### config.mk
export PLATFORM = sky130hd
export DESIGN_NAME = morse_char_sequencer
export DESIGN_NICKNAME = d
export VERILOG_FILES = /design/src/rtl/morse_pkg.sv /design/src/rtl/morse_unit_timer.sv /design/src/rtl/morse_char_sequencer.sv
export SDC_FILE = /design/constraint.sdc
export NUM_CORES = 1
export LEC_CHECK = 0
export BUFFER_PORTS_ARGS = -buffer_cell sky130_fd_sc_hd__buf_2
export CAP_MARGIN = 10
export CORE_MARGIN = 3
export CORE_UTILIZATION = 50
export CTS_CLUSTER_SIZE = 16
export DETAILED_ROUTE_END_ITERATION = 16
export PLACE_DENSITY = 0.71
export SYNTH_ARGS = -nofsm -noshare
export SYNTH_HDL_FRONTEND = slang
export SYNTH_SLANG_ARGS = --single-unit
### constraint.sdc
create_clock -name CLOCK -period 6.3 [get_ports CLOCK]
set_clock_uncertainty 0.15 [all_clocks]
set_input_delay 0.315 -clock CLOCK [delete_from_list [all_inputs] [get_ports CLOCK]]
set_output_delay 0.315 -clock CLOCK [all_outputs]
set_load 0.01 [all_outputs]
### src/rtl/morse_pkg.sv
// Shared definitions for the Morse character sequencer: FSM states, unit
// durations and the A..Z symbol tables (pattern MSB first, 1 = dash).
package morse_pkg;

  typedef enum logic [2:0] {
    ST_IDLE,
    ST_MARK,
    ST_SGAP,
    ST_LGAP,
    ST_WGAP
  } state_t;

  localparam logic [2:0] DOT_U  = 3'd1;
  localparam logic [2:0] DASH_U = 3'd3;
  localparam logic [2:0] SGAP_U = 3'd1;
  localparam logic [2:0] LGAP_U = 3'd3;
  localparam logic [2:0] WGAP_U = 3'd7;

  localparam logic [4:0] CODE_MAX = 5'd25;

  // Index 0 is the leftmost entry, so the tables read A..Z left to right.
  localparam logic [0:25][2:0] MORSE_LEN = {
    3'd2, 3'd4, 3'd4, 3'd3, 3'd1, 3'd4, 3'd3, 3'd4, 3'd2, 3'd4, 3'd3, 3'd4, 3'd2,
    3'd2, 3'd3, 3'd4, 3'd4, 3'd3, 3'd3, 3'd1, 3'd3, 3'd4, 3'd3, 3'd4, 3'd4, 3'd4
  };

  localparam logic [0:25][3:0] MORSE_PAT = {
    4'b0100, 4'b1000, 4'b1010, 4'b1000, 4'b0000, 4'b0010, 4'b1100, 4'b0000, 4'b0000,
    4'b0111, 4'b1010, 4'b0100, 4'b1100, 4'b1000, 4'b1110, 4'b0110, 4'b1101, 4'b0100,
    4'b0000, 4'b1000, 4'b0010, 4'b0001, 4'b0110, 4'b1001, 4'b1011, 4'b1100
  };

endpackage

### src/rtl/morse_unit_timer.sv
// Unit prescaler: counts 0..UNIT_CYCLES-1 while run is high and pulses tick
// on the last count, wrapping straight back to 0 so phases abut exactly.
module morse_unit_timer #(
  parameter int UNIT_CYCLES = 12_500_000,
  localparam int PRE_W = $clog2(UNIT_CYCLES)
) (
  input  logic CLOCK,
  input  logic reset,
  input  logic clr,
  input  logic run,
  output logic tick
);

  localparam logic [PRE_W-1:0] LAST = PRE_W'(UNIT_CYCLES - 1);
  localparam logic [PRE_W-1:0] ONE  = {{(PRE_W-1){1'b0}}, 1'b1};

  logic [PRE_W-1:0] r_count;

  assign tick = run & (r_count == LAST);

  always_ff @(posedge CLOCK) begin
    if (reset || clr) begin
      r_count <= '0;
    end else if (run) begin
      r_count <= tick ? '0 : r_count + ONE;
    end
  end

endmodule

### src/rtl/morse_char_sequencer.sv
// Plays one accepted letter (or word space) on the LED using Morse unit
// timing, then pulses done and returns to idle ready for the next code.
module morse_char_sequencer
  import morse_pkg::*;
#(
  parameter int UNIT_CYCLES = 12_500_000
) (
  input  logic       CLOCK,
  input  logic       reset,
  input  logic       en,
  input  logic       char_valid,
  input  logic [4:0] char_code,
  output logic       char_ready,
  output logic       busy,
  output logic       done,
  output logic       LED
);

  state_t     r_state;
  state_t     w_state_next;
  logic [2:0] r_idx;
  logic [3:0] r_pat;
  logic [2:0] r_units;
  logic       r_led;
  logic       r_done;

  logic       w_tick;
  logic       w_load;
  logic       w_shift;
  logic       w_phase_end;
  logic       w_done_next;
  logic       w_code_ok;
  logic [2:0] w_target;

  assign char_ready = (r_state == ST_IDLE) & en;
  assign busy       = (r_state != ST_IDLE);
  assign done       = r_done;
  assign LED        = r_led;
  assign w_code_ok  = (char_code <= CODE_MAX);

  morse_unit_timer #(
    .UNIT_CYCLES(UNIT_CYCLES)
  ) u_timer (
    .CLOCK(CLOCK),
    .reset(reset),
    .clr  (w_load | ~en),
    .run  (busy),
    .tick (w_tick)
  );

  always_comb begin
    w_target = DOT_U;
    case (r_state)
      ST_MARK: w_target = r_pat[3] ? DASH_U : DOT_U;
      ST_SGAP: w_target = SGAP_U;
      ST_LGAP: w_target = LGAP_U;
      ST_WGAP: w_target = WGAP_U;
      default: w_target = DOT_U;
    endcase
  end

  assign w_phase_end = w_tick && (r_units == w_target - 3'd1);

  always_comb begin
    w_state_next = r_state;
    w_load       = 1'b0;
    w_shift      = 1'b0;
    w_done_next  = 1'b0;
    if (!en) begin
      w_state_next = ST_IDLE;
    end else begin
      case (r_state)
        ST_IDLE: begin
          if (char_valid) begin
            w_load       = 1'b1;
            w_state_next = w_code_ok ? ST_MARK : ST_WGAP;
          end
        end
        ST_MARK: begin
          if (w_phase_end) begin
            w_state_next = (r_idx == 3'd1) ? ST_LGAP : ST_SGAP;
          end
        end
        ST_SGAP: begin
          if (w_phase_end) begin
            w_state_next = ST_MARK;
            w_shift      = 1'b1;
          end
        end
        ST_LGAP, ST_WGAP: begin
          if (w_phase_end) begin
            w_state_next = ST_IDLE;
            w_done_next  = 1'b1;
          end
        end
        default: w_state_next = ST_IDLE;
      endcase
    end
  end

  always_ff @(posedge CLOCK) begin
    if (reset) begin
      r_state <= ST_IDLE;
      r_idx   <= '0;
      r_pat   <= '0;
      r_units <= '0;
      r_led   <= 1'b0;
      r_done  <= 1'b0;
    end else begin
      r_state <= w_state_next;
      r_led   <= (w_state_next == ST_MARK);
      r_done  <= w_done_next;
      // Every phase starts its unit count from zero, including aborts.
      if (w_load || (w_state_next != r_state)) begin
        r_units <= '0;
      end else if (w_tick) begin
        r_units <= r_units + 3'd1;
      end
      if (w_load) begin
        r_idx <= w_code_ok ? MORSE_LEN[char_code] : 3'd0;
        r_pat <= w_code_ok ? MORSE_PAT[char_code] : 4'd0;
      end else if (w_shift) begin
        r_idx <= r_idx - 3'd1;
        r_pat <= {r_pat[2:0], 1'b0};
      end
    end
  end

endmodule

After elaboration in Yosys (flattened, before gate mapping)
Memory sizes are Yosys's and may differ from the RTL's.
Cells that the tools add are included.
{ "totals": {"ff_bits": 39, "latchBits": 0, "ram_bits": 0, "romBits": 224, "inputBits": 9, "out_inout_bits": 4, "wordCells": 66, "n_memories": 2} }
{ "op_classes": {"n_addsub": 4, "mul": 0, "div_mod_pow": 0, "order_cmp": 2, "n_eq_ne": 9, "shift": 0, "n_mux": 27, "bitwise_logic": 6, "reduce_logical": 9} }
{ "memory_table": {"columns": ["name", "depth", "width", "rd", "rd_clocked_by_memory_dff", "wr", "line_no", "text"], "rows": [
  ["(name not given)", 32, 4, 1, 0, 0, "morse_char_sequencer.sv:121", "r_pat <= w_code_ok ? MORSE_PAT[char_code] : 4'd0;"],
  ["(name not given)", 32, 3, 1, 0, 0, "morse_char_sequencer.sv:120", "r_idx <= w_code_ok ? MORSE_LEN[char_code] : 3'd0;"]
]} }
{ "ops": {"columns": ["operator", "count"], "rows": [
  ["two-way mux 3 bit", 11],
  ["adder 24 x 1 -> 24 bit, second input constant", 1],
  ["== test 24 bit, second input constant", 1],
  ["two-way mux 24 bit", 1],
  ["two-way mux 4 bit", 5],
  ["one-hot mux 3 bit (4 select lines)", 1],
  ["== test 3 x 1 -> 1 bit, second input constant", 3],
  ["one-hot mux 3 bit (3 select lines)", 1],
  ["two-way mux 1 bit", 7],
  ["== test 3 x 2 -> 1 bit, second input constant", 2],
  [">= comparator 6 bit, second input constant", 1],
  ["NOT 5 -> 6 bit", 1],
  ["subtractor 3 x 1 -> 3 bit, second input constant", 2],
  ["<= comparator 5 bit, second input constant", 1],
  ["OR reduction 2 bit", 2],
  ["adder 3 x 1 -> 3 bit, second input constant", 1],
  ["== test 3 bit", 1],
  ["== test 3 bit, second input constant", 1],
  ["logical NOT 3 bit", 1],
  ["inequality test 3 bit", 1],
  ["nonzero test 3 bit", 1],
  ["OR reduction 3 bit", 1],
  ["AND 1 bit", 2],
  ["logical OR 1 bit", 2],
  ["other kinds (5)", 6]
]} }

Longest topological paths before layout
Gate-level depths: netlist of the first run.
{ "logic_depth": {"depth_word": 11, "ltp_mapped": 8} }

Cells and area by module
Synthesis of the first run repeated with hierarchy kept, for this count alone.
{ "hier_totals": {"hier_cells": 321, "area_unflattened_um2": 2602.5} }
{ "modules_own_cells": {"columns": ["mod", "n_inst", "cells_per_inst", "area_each_um2"], "rows": [
  ["morse_char_sequencer", 1, 185, 1416.4],
  ["morse_unit_timer", 1, 136, 1186.1]
]} }

Worst setup path after synthesis of the first run
Ideal clock, no wire load.
{ "synth_path": {"path_type": "register -> register", "startpoint": "register r_state[2]", "endpoint": "register r_idx[0]", "arrival_time_ns": 1.774, "slack_ns": 4.290, "path_stages_with_launch": 8, "path_buffers": 1, "path_cell_list": "dfxtp_1 buf_6 or3b_4 o21ai_4 xnor2_2 nand4_4 and2_4 a221oi_2"} }
{ "synth_between": {"elab_chain_len": 9, "word_cells_on_any_way": 18} }
{ "synth_rtl": {"columns": ["item", "line_no", "text"], "rows": [
  ["from (decl)", "morse_char_sequencer.sv:19", "state_t r_state;"],
  ["from (signal assigned)", "morse_char_sequencer.sv:110", "r_state <= w_state_next;"],
  ["== test 3 bit (tied with other cells)", "morse_char_sequencer.sv:53", "case (r_state)"],
  ["one-hot mux 3 bit (3 select lines)", "morse_char_sequencer.sv:53", null],
  ["subtractor 3 x 1 -> 3 bit", "morse_char_sequencer.sv:62", "assign w_phase_end = w_tick && (r_units == w_target - 3'd1);"],
  ["== test 3 bit", "morse_char_sequencer.sv:62", null],
  ["logical AND 1 bit", "morse_char_sequencer.sv:62", null],
  ["two-way mux 1 bit", "morse_char_sequencer.sv:85", "if (w_phase_end) begin"],
  ["two-way mux 1 bit", "morse_char_sequencer.sv:72", "case (r_state)"],
  ["two-way mux 1 bit", "morse_char_sequencer.sv:69", "if (!en) begin"],
  ["nonzero test 2 bit (no source line)", null, null],
  ["to (signal assigned)", "morse_char_sequencer.sv:120", null],
  ["to (signal assigned)", "morse_char_sequencer.sv:123", "r_idx <= r_idx - 3'd1;"],
  ["to (decl)", "morse_char_sequencer.sv:21", "logic [2:0] r_idx;"]
]} }
Several ways; a longest one is shown, not always the timed one.
A chain may end at the register's enable or synchronous reset.

Final worst setup path of the first run
{ "layout_path": {"startpoint": "register r_state[1]", "endpoint": "register u_timer.r_count[21]"} }
{ "layout_between": {"elab_chain_len": 5, "word_cells_on_any_way": 8} }
{ "layout_rtl": {"columns": ["item", "line_no", "text"], "rows": [
  ["logical NOT 3 bit", "morse_char_sequencer.sv:72", null],
  ["two-way mux 1 bit", "morse_char_sequencer.sv:72", null],
  ["two-way mux 1 bit", "morse_char_sequencer.sv:69", null],
  ["bitwise OR 1 bit", "morse_char_sequencer.sv:46", ".clr (w_load | ~en),"],
  ["logical OR 1 bit", "morse_unit_timer.sv:22", "if (reset || clr) begin"],
  ["to (signal assigned)", "morse_unit_timer.sv:25", "r_count <= tick ? '0 : r_count + ONE;"],
  ["to (decl)", "morse_unit_timer.sv:17", "logic [PRE_W-1:0] r_count;"]
]} }
Several ways; a longest one is shown, not always the timed one.

==> results of run 1 <==
## synth_stat cells (all sizes together) (6+ instances only)
library cell and instances:
a21oi 7, a221oi 6, buf 7, clkbuf 6, dfxtp 39, ha 9
inv 15, mux2i 6, nand2 27, nand2b 7, nand3 10, nand4 11
nor2 44, nor3 10, nor4 6, o21ai 15, xnor2 15, xor2 12
## power breakdown
group | leakage [nW] | internal (mW) | switching, mW
combinational | 0.606 | 0.0253 | 0.0404
sequential | 0.315 | 0.250 | 0.00328
clock | 0.0412 | 0.0773 | 0.0891
## state kept, by name, indices dropped and copies added, names as in the netlist
name	count
r_pat	4
LED	1
r_units	3
done	1
r_idx	3
u_timer.r_count	24
r_state	3
## path summary, 6_finish.rpt
| kind | endpoint | depth (start not counted) |
|---|---|---|
| setup / recovery | u_timer.r_count[21] | 7 |
| hold reg to reg | r_pat[2] | 2 |
| setup reg to reg | u_timer.r_count[21] | 7 |
| hold / removal | r_pat[2] | 2 |
## cells by family (layout without fill, tap and decap cells)
group,Yosys count,count (layout),synth area share [%]
compound gates,50,50,15.3
simple gates,140,140,31.3
xor+xnor,27,27,9.62
buf+inv,29,36,5.32
mux,7,7,3.25
flops,39,39,30.8
fa+ha+maj,9,9,4.44
## per-stage QoR
stage / utilization (%) / total power [mW] / area, um^2
2_1_floorplan: - / 0.311 / 2540
3_3_place_gp: 54.1 / 0.324 / 2610
3_5_place_dp: 54.1 / 0.324 / 2610
4_1_cts: 55.9 / 0.489 / 2690
5_1_grt: 55.9 / 0.511 / 2690
6_report: 55.9 / 0.486 / 2690
## area by class of cell
type,count,area share [%]
Timing Repair Buffer,12,2.23
Clock inverter,2,0.465
Sequential cell,39,29.0
Inverter,16,2.23
Clock buffer,6,2.70
Tap cell,67,3.11
Multi-Input combinational cell,233,60.3
## worst max-delay path, cell delays in order, from the launching register on
cell and delay (ns):
dfxtp_1 0.63, nor3_4 0.12, inv_2 0.16, nand4_1 0.32, nor4_2 0.46, nand4_1 0.15, xor2_1 0.17, nor2_1 0.05
## routing by layer
layer / vias up / wire length (um)
met5: - / 0
met4: 0 / 82
met3: 9 / 166
met2: 32 / 2010
met1: 958 / 2490
li1: 1076 / -
==> impl_metrics.ini, run 1 <==
[global_route]
grt_use_total_pct = 17.1
use_met1_pct = 24.1
grt.overflow.total = 0
use_met3_pct = 3.52
grt_pass1_wl_um = 8510
grt-busiest-layer = met2
grt_start_max_net_pins = 23
grt_pass1_vias = 1853
antenna_found_initial = 0
grtUsageMet2_pct = 25.6

[synthesis]
synth_area_um2 = 2540
ys_top_cells_by_area = dfxtp_1 (31%), nor2_1 (6.5%), xnor2_1 (4.8%), ha_1 (4.4%), xor2_1 (4.1%)
synth-seq-cells = 39
async_flop_share_pct = 0
avgSynthCellArea_um2 = 8.43
ys_seq_area_share_pct = 30.8
synth-main-ff-cell = dfxtp_1
synth_area_leader_cell = dfxtp_1
syn-num-nets = 319
synth_edf_count = 0
synth_cell_types = 58
ys_warn_count = 0
synth_cells = 301
synth_top_area_share_pct = 30.8

[sta]
fin_setup_tns_ns = 0
worstMarginPinSlew_ns = 0.552
slew_headroom_pct = 62.8
rsz0062_at_grt = no
hold_slack_ns = 0.207
fin_crit_sh_pct = 36.9
drv_slew = 0
fin_crit_ns = 2.32
fmax_ghz = 0.430
setup_viol = 0
hold_viol = 0
fin_ws_ns = 3.98

[placement]
pre_cts_slack_ns = 3.97
dp_hpwl_um = 3380
portBuffers = 12
place_congestion = 0.781
placed_cells = 367

[power_and_ir_drop]
ir_worst_vdd_mv = 0.0757
p_leak_nw = 0.963
power_density_nw_per_um2 = 180

[route]
antenna_left = 0
wl_um = 4740
viasPerCell = 5.53
vias = 2075
route.detailed.drc = 0
dr.pass1.iters = 5
initialDrtViolationCount = 101
wl_per_cell_um = 12.6

[clock_tree]
clk_path_buf_depth = 2
holdBufCountCts = 0
h-tree-depth = 2
insertion_delay_ns = 0.30
cts_tree = done
cts_made_buffers = 5
clkSinkCount = 39
clk_pin_slew_ns = 0.08
cts_resized = 0
cts-root-buf = clkbuf_8
post_cts_buffers = 0

[layout]
fin_cells = 375
regArea_um2 = 781
multi_input_area_um2 = 1620
layout.nets = 325
final_common_cell = nor2_1
n_antenna_cell = 0
fill_cells = 462
final_cell_mix = nor2_1 (44), dfxtp_1 (39), nand2_1 (27)
area_growth_pct = 6.07
drive_above_1_share_pct = 14.0

[worst_setup_path]
startpoint_type = flip-flop
arrival_ns = 2.36
worstSetupStartpoint = r_state[1]
cp_max_fo = 14
rrSetupSlack_ns = 3.98
worstReg2RegStart = r_state[1]
endpoint_kind = flip-flop
required_ns = 6.34
path_class = reg2reg

[floorplanning]
start_util_pct = 52.7
io-pin-count = 13
core-area_um2 = 4820
placementRows = 25
die_area_um2 = 5970
fp.dieH_um = 77.2
fp.dieW_um = 77.2

[min_path]
min_path_type = in2reg
hold_start = reset

[flow_run]
drv_cap = 0

[outcome]
outcome = finished clean
(Power assumes the default switching activity.)
==> run 2, diff against run 1 <==
Settings changed: ABC_AREA from default to 1, PLACE_DENSITY 0.71 to 0.74.
Clock period 6.3 ns to 1.97 ns, I/O delays scaled along.
==> run 2 against run 1 <==
The flow now finishes with violations (setup timing). Highest routed layer unchanged. Register-to-register slack lost 4.0 ns. Largest power group unchanged. Synthesized cell count grew 27%. Critical endpoint is now r_units[1]. Wire length grew 45%. Sequential cell count is the same. First-iteration DRC count grew 68%.
==> impl_metrics.ini, run 2 <==
[outcome]
outcome = finished with violations
violations = setup timing

[power_and_ir_drop]
power_density_nw_per_um2 = 475
p_leak_nw = 1.44
ir_worst_vdd_mv = 0.497

[route]
vias = 2712
wl_per_cell_um = 13.5
dr.pass1.iters = 4
initialDrtViolationCount = 170
wl_um = 6850
route.detailed.drc = 0
antenna_left = 0
viasPerCell = 5.36

[synthesis]
avgSynthCellArea_um2 = 6.84
synth-seq-cells = 39
synth_common_cells = nand2_1 (80), nor2_1 (48), inv_1 (47), dfxtp_1 (39), a21oi_1 (25)
synth_top_area_share_pct = 30.0
async_flop_share_pct = 0
synth-main-ff-cell = dfxtp_1
synth_area_um2 = 2610
ys_warn_count = 0
synth_cells = 381
synth_cell_types = 43
ys_top_cells_by_area = dfxtp_1 (30%), nand2_1 (12%), nor2_1 (6.9%), inv_1 (6.8%), a21oi_1 (4.8%)
synthMostInstantiatedCell = nand2_1
synth_edf_count = 0
ys_seq_area_share_pct = 30.0
synth_area_leader_cell = dfxtp_1
syn-num-nets = 399

[clock_tree]
h-tree-depth = 2
clk_pin_slew_ns = 0.08
insertion_delay_ns = 0.29
cts-root-buf = clkbuf_8
cts_made_buffers = 5
clkSinkCount = 39
cts_tree = done
clk_path_buf_depth = 2

[floorplanning]
io-pin-count = 13
core-area_um2 = 4880
fp.dieW_um = 78.2
start_util_pct = 53.4
placementRows = 25
fp.dieH_um = 78.2
die_area_um2 = 6110

[layout]
design_area_um2 = 3390
fin_cells = 506
top_register = u_timer.r_count
utilization_pct = 69.4
n_antenna_cell = 0
final_common_cell = nand2_1
area_growth_pct = 30.0
fill_cells = 404
reg_top3 = u_timer.r_count: 24 flops, r_pat: 4 flops
final_cell_mix = nand2_1 (68), nor2_1 (42), inv_1 (39)
layout.nets = 456
drive_above_1_share_pct = 37.6
largest_reg_flops = 24

[worst_setup_path]
slowest_stage = dfxtp_4
path_class = reg2reg
crit_top_cell = nand2_2
endpoint_kind = flip-flop
worstPathCellList = buf_6, nand2_2, nand2_2, o21ai_4, nand2_2, nand2_2, nand2_4, nand3_4, nand2_4, nand3_4, nand2_2, nand3_2, nor2_2, nand3_2, nor2_2
arrival_ns = 2.06
required_ns = 2.05
startpoint_type = flip-flop
max_stage_delay_ns = 0.39
cp_max_fo = 5

[placement]
place_area_um2 = 2870
placed_cells = 475
portBuffers = 12
place_congestion = 0.946
dp_hpwl_um = 4740

[global_route]
grt_pass1_vias = 2539
grt_start_max_net_pins = 13
grt.overflow.total = 0
grt_pass1_wl_um = 11000
grt_use_total_pct = 21.8
antenna_found_initial = 0

[sta]
setup_viol = 3
fmax_ghz = 0.506
fin_crit_sh_pct = 100
fin_setup_tns_ns = -0.0102
slew_headroom_pct = 74.4
hold_slack_ns = 0.0703
hold_viol = 0
drv_slew = 0
rsz0062_at_grt = yes
worstMarginPinSlew_ns = 0.381
fin_crit_ns = 1.98
fin_ws_ns = -0.00753

[min_path]
min_path_type = in2reg

[flow_run]
drv_cap = 0
==> run 2: what timing repair did <==
item                                   in CTS  in global routing
gates resized for setup                    10                 74
hold buffers                                2                  0
setup endpoints to repair                  13                 22
pin swaps                                   5                 23
gates cloned                                0                  0
setup buffers                               8                 13
endpoints found under the hold margin       6                  0
==> run 2: power by group <==
group | internal (mW) | switching, mW | leakage [nW]
clock | 0.248 | 0.300 | 0.0412
combinational | 0.0963 | 0.158 | 1.07
sequential | 0.796 | 0.0106 | 0.327
total | 1.14 | 0.468 | 1.44
==> run 2: cell families (layout without fill, tap and decap cells) <==
logic type | count (synthesis) | after routing | share of synthesized area, %
XOR/XNOR | 3 | 3 | 1.01
adder cells (fa/ha/maj) | 9 | 9 | 4.32
buffers and inverters | 60 | 118 | 9.12
flip-flops | 39 | 39 | 30.0
AND/OR/NAND/NOR | 195 | 195 | 38.5
AO/OA/AOI/OAI | 73 | 73 | 16.3
multiplexers | 2 | 2 | 0.768
==> run 2: path summary, 6_finish.rpt <==
| kind | slack [ns] | end | cells after the start | start |
|---|---|---|---|---|
| worst min-delay path | 0.07 | r_pat[1] | 4 | char_code[4] |
| worst max-delay path | -0.008 | r_units[1] | 15 | r_state[0] |
| worst max register to register | -0.008 | r_units[1] | 15 | r_state[0] |
| worst min register to register | 0.30 | u_timer.r_count[21] | 1 | u_timer.r_count[21] |
==> run 2: critical path: cells and delay by family, from the launching register on <==
family | cells | cell delay [ns]
simple gates | 13 | 1.20
compound gates | 1 | 0.07
flops | 1 | 0.39
buf+inv | 1 | 0.11
==> run 2: routing by layer <==
metal  share of wire (%)  wire length [um]  track usage [%]  vias up
met1                  42              2880             25.6     1254
li1                    -                 -                -     1365
met4                 2.2               149             6.29        0
met3                 4.5               308             3.90       14
met5                   0                 0                0        -
met2                  51              3510             40.3       79
==> run 2: cell type report <==
type	count	area, um^2	share of cell area, %
clock inverter	2	12.5	0.369
inverter	56	220	6.50
tap	67	83.8	2.47
clock buffer	6	72.6	2.14
timing repair buffer	54	404	11.9
sequential	39	816	24.1
multi-input combinational	282	1780	52.5
==> run 2: through the flow <==
stage                     total power, mW  setup slack (ns)
after floorplan                     0.977             0.126
after global placement               1.04           -0.0150
after detailed placement             1.04           -0.0152
after CTS                            1.59           0.00267
after global routing                 1.68            -0.163
final                                1.61          -0.00753
